File: src/rtl/bin2bcd_if.sv
// Handshake and result bundle for the sequential binary-to-BCD converter.
// The requester drives start/bin; the converter returns status and the packed BCD result.
interface bin2bcd_if #(
    parameter int BIN_W  = 8,
    parameter int DIGITS = 3
);
    logic                  start;
    logic [BIN_W-1:0]      bin;
    logic                  busy;
    logic                  done;
    logic [4*DIGITS-1:0]   bcd;
    logic                  overflow;

    modport master (output start, bin, input busy, done, bcd, overflow);
    modport slave  (input start, bin, output busy, done, bcd, overflow);
endinterface

File: src/rtl/bin2bcd_seq.sv
// Sequential double-dabble converter: one correct-and-shift step per clock, BIN_W steps
// per conversion, result registers updated only on the edge that enters DONE.
module bin2bcd_seq #(
    parameter int BIN_W  = 8,
    parameter int DIGITS = 3
) (
    input  logic      clk,
    input  logic      rst,
    bin2bcd_if.slave  bus
);
    localparam int CNT_W = $clog2(BIN_W + 1);
    localparam int BCD_W = 4 * DIGITS;

    typedef enum logic [1:0] {IDLE, SHIFT, DONE} state_t;

    state_t             state_reg;
    logic [BIN_W-1:0]   bin_reg;
    logic [BCD_W-1:0]   work_reg;
    logic               ovf_work_reg;
    logic [CNT_W-1:0]   cnt_reg;
    logic               busy_reg;
    logic               done_reg;
    logic [BCD_W-1:0]   bcd_reg;
    logic               ovf_reg;

    logic [BCD_W-1:0]   corr;
    logic [BCD_W-1:0]   work_next;
    logic               ovf_next;

    // Correct every digit before the shift so no digit exceeds 9 afterwards.
    generate
        for (genvar gi = 0; gi < DIGITS; gi++) begin : g_corr
            assign corr[4*gi +: 4] = (work_reg[4*gi +: 4] >= 4'd5) ?
                                     (work_reg[4*gi +: 4] + 4'd3) :
                                      work_reg[4*gi +: 4];
        end
    endgenerate

    // The bit leaving the top digit is lost, so the chain holds operand mod 10^DIGITS.
    assign work_next = {corr[BCD_W-2:0], bin_reg[BIN_W-1]};
    assign ovf_next  = ovf_work_reg | corr[BCD_W-1];

    always_ff @(posedge clk or posedge rst) begin
        if (rst) begin
            state_reg    <= IDLE;
            bin_reg      <= '0;
            work_reg     <= '0;
            ovf_work_reg <= 1'b0;
            cnt_reg      <= '0;
            busy_reg     <= 1'b0;
            done_reg     <= 1'b0;
            bcd_reg      <= '0;
            ovf_reg      <= 1'b0;
        end else begin
            case (state_reg)
                IDLE: begin
                    done_reg <= 1'b0;
                    if (bus.start) begin
                        bin_reg      <= bus.bin;
                        work_reg     <= '0;
                        ovf_work_reg <= 1'b0;
                        cnt_reg      <= '0;
                        busy_reg     <= 1'b1;
                        state_reg    <= SHIFT;
                    end
                end
                SHIFT: begin
                    work_reg     <= work_next;
                    ovf_work_reg <= ovf_next;
                    bin_reg      <= bin_reg << 1;
                    cnt_reg      <= cnt_reg + 1'b1;
                    if (cnt_reg == CNT_W'(BIN_W - 1)) begin
                        bcd_reg   <= work_next;
                        ovf_reg   <= ovf_next;
                        busy_reg  <= 1'b0;
                        done_reg  <= 1'b1;
                        state_reg <= DONE;
                    end
                end
                DONE: begin
                    done_reg  <= 1'b0;
                    state_reg <= IDLE;
                end
                default: begin
                    busy_reg  <= 1'b0;
                    done_reg  <= 1'b0;
                    state_reg <= IDLE;
                end
            endcase
        end
    end

    assign bus.busy     = busy_reg;
    assign bus.done     = done_reg;
    assign bus.bcd      = bcd_reg;
    assign bus.overflow = ovf_reg;
endmodule

File: src/flat_wrapper.sv
// flat-port wrapper written by rule: the top's interface ports become plain ports
module bin2bcd_seq_flat 
#(
    parameter int BIN_W  = 8,
    parameter int DIGITS = 3
)
  (clk, rst, bus_start, bus_bin, bus_busy, bus_done, bus_bcd, bus_overflow);
  bin2bcd_if #(.BIN_W(BIN_W), .DIGITS(DIGITS)) bus_i ();
  input  logic clk;
  input  logic rst;
  input wire logic [$bits(bus_i.start)-1:0] bus_start;
  input wire logic [$bits(bus_i.bin)-1:0] bus_bin;
  output wire logic [$bits(bus_i.busy)-1:0] bus_busy;
  output wire logic [$bits(bus_i.done)-1:0] bus_done;
  output wire logic [$bits(bus_i.bcd)-1:0] bus_bcd;
  output wire logic [$bits(bus_i.overflow)-1:0] bus_overflow;
  assign bus_i.start = bus_start;
  assign bus_i.bin = bus_bin;
  assign bus_busy = bus_i.busy;
  assign bus_done = bus_i.done;
  assign bus_bcd = bus_i.bcd;
  assign bus_overflow = bus_i.overflow;
  bin2bcd_seq #(.BIN_W(BIN_W), .DIGITS(DIGITS)) u_core (.clk(clk), .rst(rst), .bus(bus_i));
endmodule
File: config.mk
export PLATFORM = sky130hd
export DESIGN_NAME = bin2bcd_seq_flat
export DESIGN_NICKNAME = d
export VERILOG_FILES = /design/src/rtl/bin2bcd_if.sv /design/src/rtl/bin2bcd_seq.sv /design/src/flat_wrapper.sv
export SDC_FILE = /design/constraint.sdc
export NUM_CORES = 1
export LEC_CHECK = 0
export CAP_MARGIN = 20
export CELL_PAD_IN_SITES_DETAIL_PLACEMENT = 1
export CELL_PAD_IN_SITES_GLOBAL_PLACEMENT = 1
export CORE_MARGIN = 3
export CORE_UTILIZATION = 29
export CTS_CLUSTER_SIZE = 25
export DETAILED_ROUTE_END_ITERATION = 10
export PLACE_DENSITY = 0.53
export REMOVE_ABC_BUFFERS = 1
export SLEW_MARGIN = 20
export SYNTH_ARGS = -nofsm -noshare
export SYNTH_HDL_FRONTEND = slang
export SYNTH_SLANG_ARGS = --single-unit
File: constraint.sdc
create_clock -name clk -period 2.4 [get_ports clk]
set_clock_uncertainty 0.15 [all_clocks]
set_input_delay 0.36 -clock clk [delete_from_list [all_inputs] [get_ports clk]]
set_output_delay 0.36 -clock clk [all_outputs]
set_load 0.02 [all_outputs]
==> results.cfg, run 1 <==
[status]
status = complete, no violations

[sta]
clock.fmax_mhz = 543.1
setup_viol = 0
fin_tns_setup_ns = 0
drv_slew = 0
hold_viol = 0
slew_headroom = 0.5483
fin_ws_ns = 0.5587
rsz0062_at_grt = false
worstMarginPinSlew_ns = 0.6762
period_share = 0.7672
layout_min_cycle_time_ns = 1.841

[placed_design]
gp_congestion = 0.7584
post-place-ws_ns = 0.3671
io_buffers = 25
hpwl_mm = 3.412

[logic_synthesis]
synth_area_um2 = 2041
synth_edf_count = 0
synthArstFlopShare = 1.000
synth_top_family_by_area = compound AO/OA/AOI/OAI gates
yosys.area_share.simple = 0.1410
synth_cell_type_count = 32
ys_seq_area_frac = 0.5150
synthAdderAreaFrac = 0.04292
syn_area_per_cell_um2 = 10.25
ys_ff_latch = 42
synth_xor_area_frac = 0.01288
synth_mux_area_frac = 0.04414
synth_compound_area_frac = 0.1962
postSynthCellCount = 199
yosys_warnings = 0
synth_ff_type = dfrtp_1

[drt]
drt_iter0_drc = 26
vias_per_cell = 4.937
wl_mm = 4.995
dr.pass1.iters = 4
routedWlPerCell_um = 15.66
postRouteAntennaNets = 0
vias = 1575
drc = 0

[critical_path]
critPathCaptureType = flop
crit_required_ns = 2.43
startpoint_type = flop
crit_buf_inv = 1
arrival_ns = 1.87
worstSetupPathType = reg2reg
worst_path_max_delay_cell = dfrtp_1
cpLargestDelayFamily = simple AND/OR/NAND/NOR gates
crit_chain = ha_1, and3b_1, nand2_4, inv_6, mux2_4
slowest_delay_ns = 0.40
crit_path_max_fanout = 15

[floorplan]
rows = 29
die_h_um = 89.89
die_w_um = 89.89
coreArea_um2 = 6568
initial_core_util = 0.3107
die_area_um2 = 8079
pin_count = 26

[grt]
antenna_found_initial = 0
gr-usage-all-layers = 0.1293
grt_pass1_vias = 1710
grt_max_degree = 43
globalRouteOverflowTotal = 0
grt_first_pass_wirelength_mm = 8.569

[clocking]
clk_pin_slew_worst_paths_ns = 0.08
cts_setup_buffers = 0
cts_resized = 0
clk_latency_ns = 0.29
cts_tree = yes
htreeDepth = 2
cts-root-buf = clkbuf_8
cts_buffer_depth = 2
clock_sinks = 42
cts_hold_buf = 0
cts_buffers = 5

[pwr]
worst_ir_drop_vdd_uv = 586.1
power_density_nw_per_um2 = 1378
leakagePower_uw = 0.001076

[layout]
fill_cells = 757
diodes = 0
final_nets = 245
drive_gt1_frac = 0.1018
syn2layout_area_growth_pct = 20.97

[min_path]
hp-class = reg2reg

[job]
max-cap-violations = 0
-- metrics by stage --
stage	hold WS [ns]	instance area, um2	total power, uW	util	std cells
floorplan	0.3146	1982	2356	-	190
global placement	0.3138	2386	2896	0.3633	313
detailed placement	0.3321	2386	2990	0.3633	313
CTS	0.3504	2469	3470	0.3759	319
global route	0.3828	2469	3712	0.3759	319
finish	0.3424	2469	3402	0.3759	319
-- routing by layer --
layer	GRT usage	vias to the layer above	share of wire	routed length (um)
li1	-	746	-	-
met1	0.1689	796	0.48	2405
met2	0.2162	26	0.48	2392
met3	0.02755	7	0.028	138
met4	0.03827	0	0.012	59
met5	0	-	0	0
-- cell type report --
class                           instances  area [um2]  area share
Sequential cell                        42        1051      0.4257
Multi-Input combinational cell        139       892.1      0.3614
Timing Repair Buffer                   30       287.8      0.1166
Tap cell                               93       116.4     0.04714
Clock buffer                            6       82.58     0.03345
Inverter                                9       38.79     0.01571
-- Yosys cell counts (2+ instances only) --
cell       n  share of area
nand2_1   20          0.037
buf_2      5          0.012
dfrtp_1   42           0.52
nor3b_1    5          0.018
inv_1      8          0.015
mux2i_1    3          0.015
a22o_1     6          0.026
nand3_1    3         0.0074
a21oi_2    3          0.013
o21ai_1    3         0.0074
nand2b_1   4          0.012
mux2_4     4          0.029
nor2_1     8          0.015
ha_1       7          0.043
xnor2_1    3          0.013
buf_6      2          0.011
o21ai_0   27          0.066
a21oi_1   15          0.037
nor3_1     4         0.0098
nor2b_1    9          0.028
a22oi_1    7          0.026
-- kinds of logic after synthesis --
| kind of cell | Yosys count |
|---|---|
| XOR/XNOR | 3 |
| flip-flops | 42 |
| buffers and inverters | 18 |
| multiplexers | 7 |
| adder cells (fa/ha/maj) | 7 |
| AND/OR/NAND/NOR | 56 |
| AO/OA/AOI/OAI | 66 |
-- path summary, 6_finish.rpt --
path                              startpoint            endpoint  cells after the start  slack (ns)
setup / recovery           u_core.cnt_reg[0]   u_core.bus.bcd[2]                      5        0.56
hold / removal             u_core.bus.bcd[1]   u_core.bus.bcd[1]                      2        0.34
setup reg to reg           u_core.cnt_reg[0]   u_core.bus.bcd[2]                      5        0.56
hold reg to reg            u_core.bus.bcd[1]   u_core.bus.bcd[1]                      2        0.34
max in group asynchronous                rst   u_core.bus.bcd[2]                      3        1.35
min in group asynchronous                rst  u_core.work_reg[5]                      3        0.37
-- cells in the final DEF, fill, tap and decap left out, drive strengths merged --
master and instances:
a31oi 1, o32ai 1, a22o 7, a21o 1
nand3 3, mux2 4, buf 5, clkbuf 6
xnor2 3, clkdlybuf4s50 25, o21bai 1, nand2 21
o21ai 30, nor3b 5, ha 7, nor3 4
and3b 1, nand2b 4, dfrtp 42, a21oi 18
a22oi 7, mux2i 3, nor2 8, nor2b 10
inv 9
-- worst min-delay path, stage by stage, from the launching register on --
cell and delay [ns]:
dfrtp_1 0.35, nand2_1 0.05, o21ai_1 0.06
-- power breakdown --
| group | switching, uW | leakage [uW] | internal, uW |
|---|---|---|---|
| clock network | 235 | 0.0000431 | 222 |
| registers | 292 | 0.000530 | 1020 |
| logic | 865 | 0.000502 | 763 |
(Power assumes the default switching activity.)
==> inputs of run 2 (changes only) <==
Clock period 2.4 ns to 1.7 ns, I/O delays scaled along.
==> results.cfg, run 2 (synthesis results as in run 1) <==
[status]
status = complete, no violations

[placed_design]
io_buffers = 25
dp_cells = 320
gp_congestion = 0.7479
hpwl_mm = 3.584
post-place-ws_ns = -0.03854

[floorplan]
rows = 29
die_h_um = 89.89
die_area_um2 = 8079
die_w_um = 89.89
initial_core_util = 0.3107
pin_count = 26
coreArea_um2 = 6568

[clocking]
cts_hold_buf = 0
clk_pin_slew_worst_paths_ns = 0.08
cts_tree = yes
cts_buffers = 5
clock_sinks = 42
cts_buffer_depth = 2
htreeDepth = 2
clk_latency_ns = 0.30
cts-root-buf = clkbuf_8

[critical_path]
worstSetupPathType = reg2out
crit_chain = clkdlybuf4s50_1
worstReg2RegStart = u_core.work_reg[1]
slowest_delay_ns = 0.61
critPathCaptureType = primary output
regToRegEndpoint = u_core.bus.bcd[2]
startpoint_type = flop
r2r_cells = 6
crit_buf_inv = 1
worst_path_max_delay_cell = clkdlybuf4s50_1
crit_path_max_fanout = 2
cpLargestDelayFamily = buffers and inverters
r2r_setup_slack_ns = 0.06
arrival_ns = 1.25
crit_required_ns = 1.29

[drt]
routedWlPerCell_um = 15.63
drt-met1-wl_mm = 2.426
drc = 0
wl_met2_mm = 2.525
top_layer = met4
postRouteAntennaNets = 0
vias = 1612
wl_mm = 5.222
dr.pass1.iters = 4
wl_met3_um = 160
drt_iter0_drc = 34
vias_per_cell = 4.826

[layout]
layout_commonest_cell = dfrtp_1
final_cell_mix = dfrtp_1 (41), o21ai_0 (27), nand2_1 (20)
final_nets = 258
drive_gt1_frac = 0.2158
fill_cells = 733
diodes = 0
stdcell_count = 334
syn2layout_area_growth_pct = 33.11
seq_area_um2 = 1052
multi_input_area_um2 = 957.2

[pwr]
power_density_nw_per_um2 = 2003
power_switching_share = 0.3999
pwr-share-seq = 0.338
comb_power_share = 0.516
p_total_uw = 5442
power.switching_uw = 2176
clkPwrFrac = 0.146
worst_ir_drop_vdd_uv = 622.4
leakagePower_uw = 0.001281
p_int_uw = 3266

[sta]
drv_slew = 0
period_share = 0.9735
worstMarginPinSlew_ns = 0.3032
layout_min_cycle_time_ns = 1.655
fin_ws_ns = 0.04502
setup_viol = 0
hold_slack_ns = 0.1693
hold_viol = 0
slew_headroom = 0.7958
clock.fmax_mhz = 604.2

[job]
max-cap-violations = 0

[grt]
gr-usage-all-layers = 0.1353
antenna_found_initial = 0
grt_max_degree = 43
grt_pass1_vias = 1774
grt_first_pass_wirelength_mm = 8.838
globalRouteOverflowTotal = 0

[min_path]
hp-class = in2async
==> run 2: cell type report <==
cell class,count,share of cell area
sequential,42,0.3874
clock inverter,3,0.01474
clock buffer,5,0.02533
tap,93,0.04284
multi-input combinational,139,0.3524
inverter,9,0.01428
timing repair buffer,43,0.1631
==> run 2: power by group through the flow <==
stage	logic (uW)	clock network (uW)	registers, uW
floorplan	1350	0	1970
global placement	2460	0	1820
detailed placement	2580	0	1850
CTS	2690	824	1840
global route	3110	870	1910
finish	2810	795	1840
==> run 2: metal layers <==
layer / track usage / vias up
li1: - / 771
met1: 0.1714 / 801
met2: 0.2212 / 29
met3: 0.03923 / 11
met4: 0.04719 / 0
met5: 0 / -
==> run 2: worst max path at each step <==
stage,to,startpoint,slack (ns),cells after the start
floorplan,u_core.bus.bcd[10],u_core.state_reg[0],-0.22,4
global placement,u_core.bus.bcd[2],u_core.work_reg[0],0.05,5
detailed placement,u_core.bus.bcd[2],u_core.work_reg[0],-0.04,6
CTS,u_core.bus.bcd[10],u_core.work_reg[9],0.004,6
global route,bus_bcd[5],u_core.bus.bcd[5],-0.009,1
finish,bus_bcd[8],u_core.bus.bcd[8],0.05,1
==> run 2: what timing repair did <==
| item | CTS | global route |
|---|---|---|
| setup endpoints to repair | 4 | 20 |
| pin swaps | 2 | 3 |
| setup buffers | 3 | 3 |
| endpoints found under the hold margin | 0 | 0 |
| resized for setup | 6 | 22 |
==> run 2: worst reg2reg max path, cell delays in order, from the launching register on <==
cell and delay [ns]:
dfrtp_1 0.38, inv_2 0.08, ha_2 0.17, nand2b_4 0.14, a21oi_4 0.19, mux2i_2 0.30, mux2_4 0.18
==> run 2: per-stage QoR <==
stage                 util  instance area [um2]  setup TNS, ns
floorplan                -                 1982        -0.9344
global placement    0.3770                 2476              0
detailed placement  0.3770                 2476       -0.07295
CTS                 0.3995                 2624              0
global route        0.4136                 2716       -0.01509
finish              0.4136                 2716              0
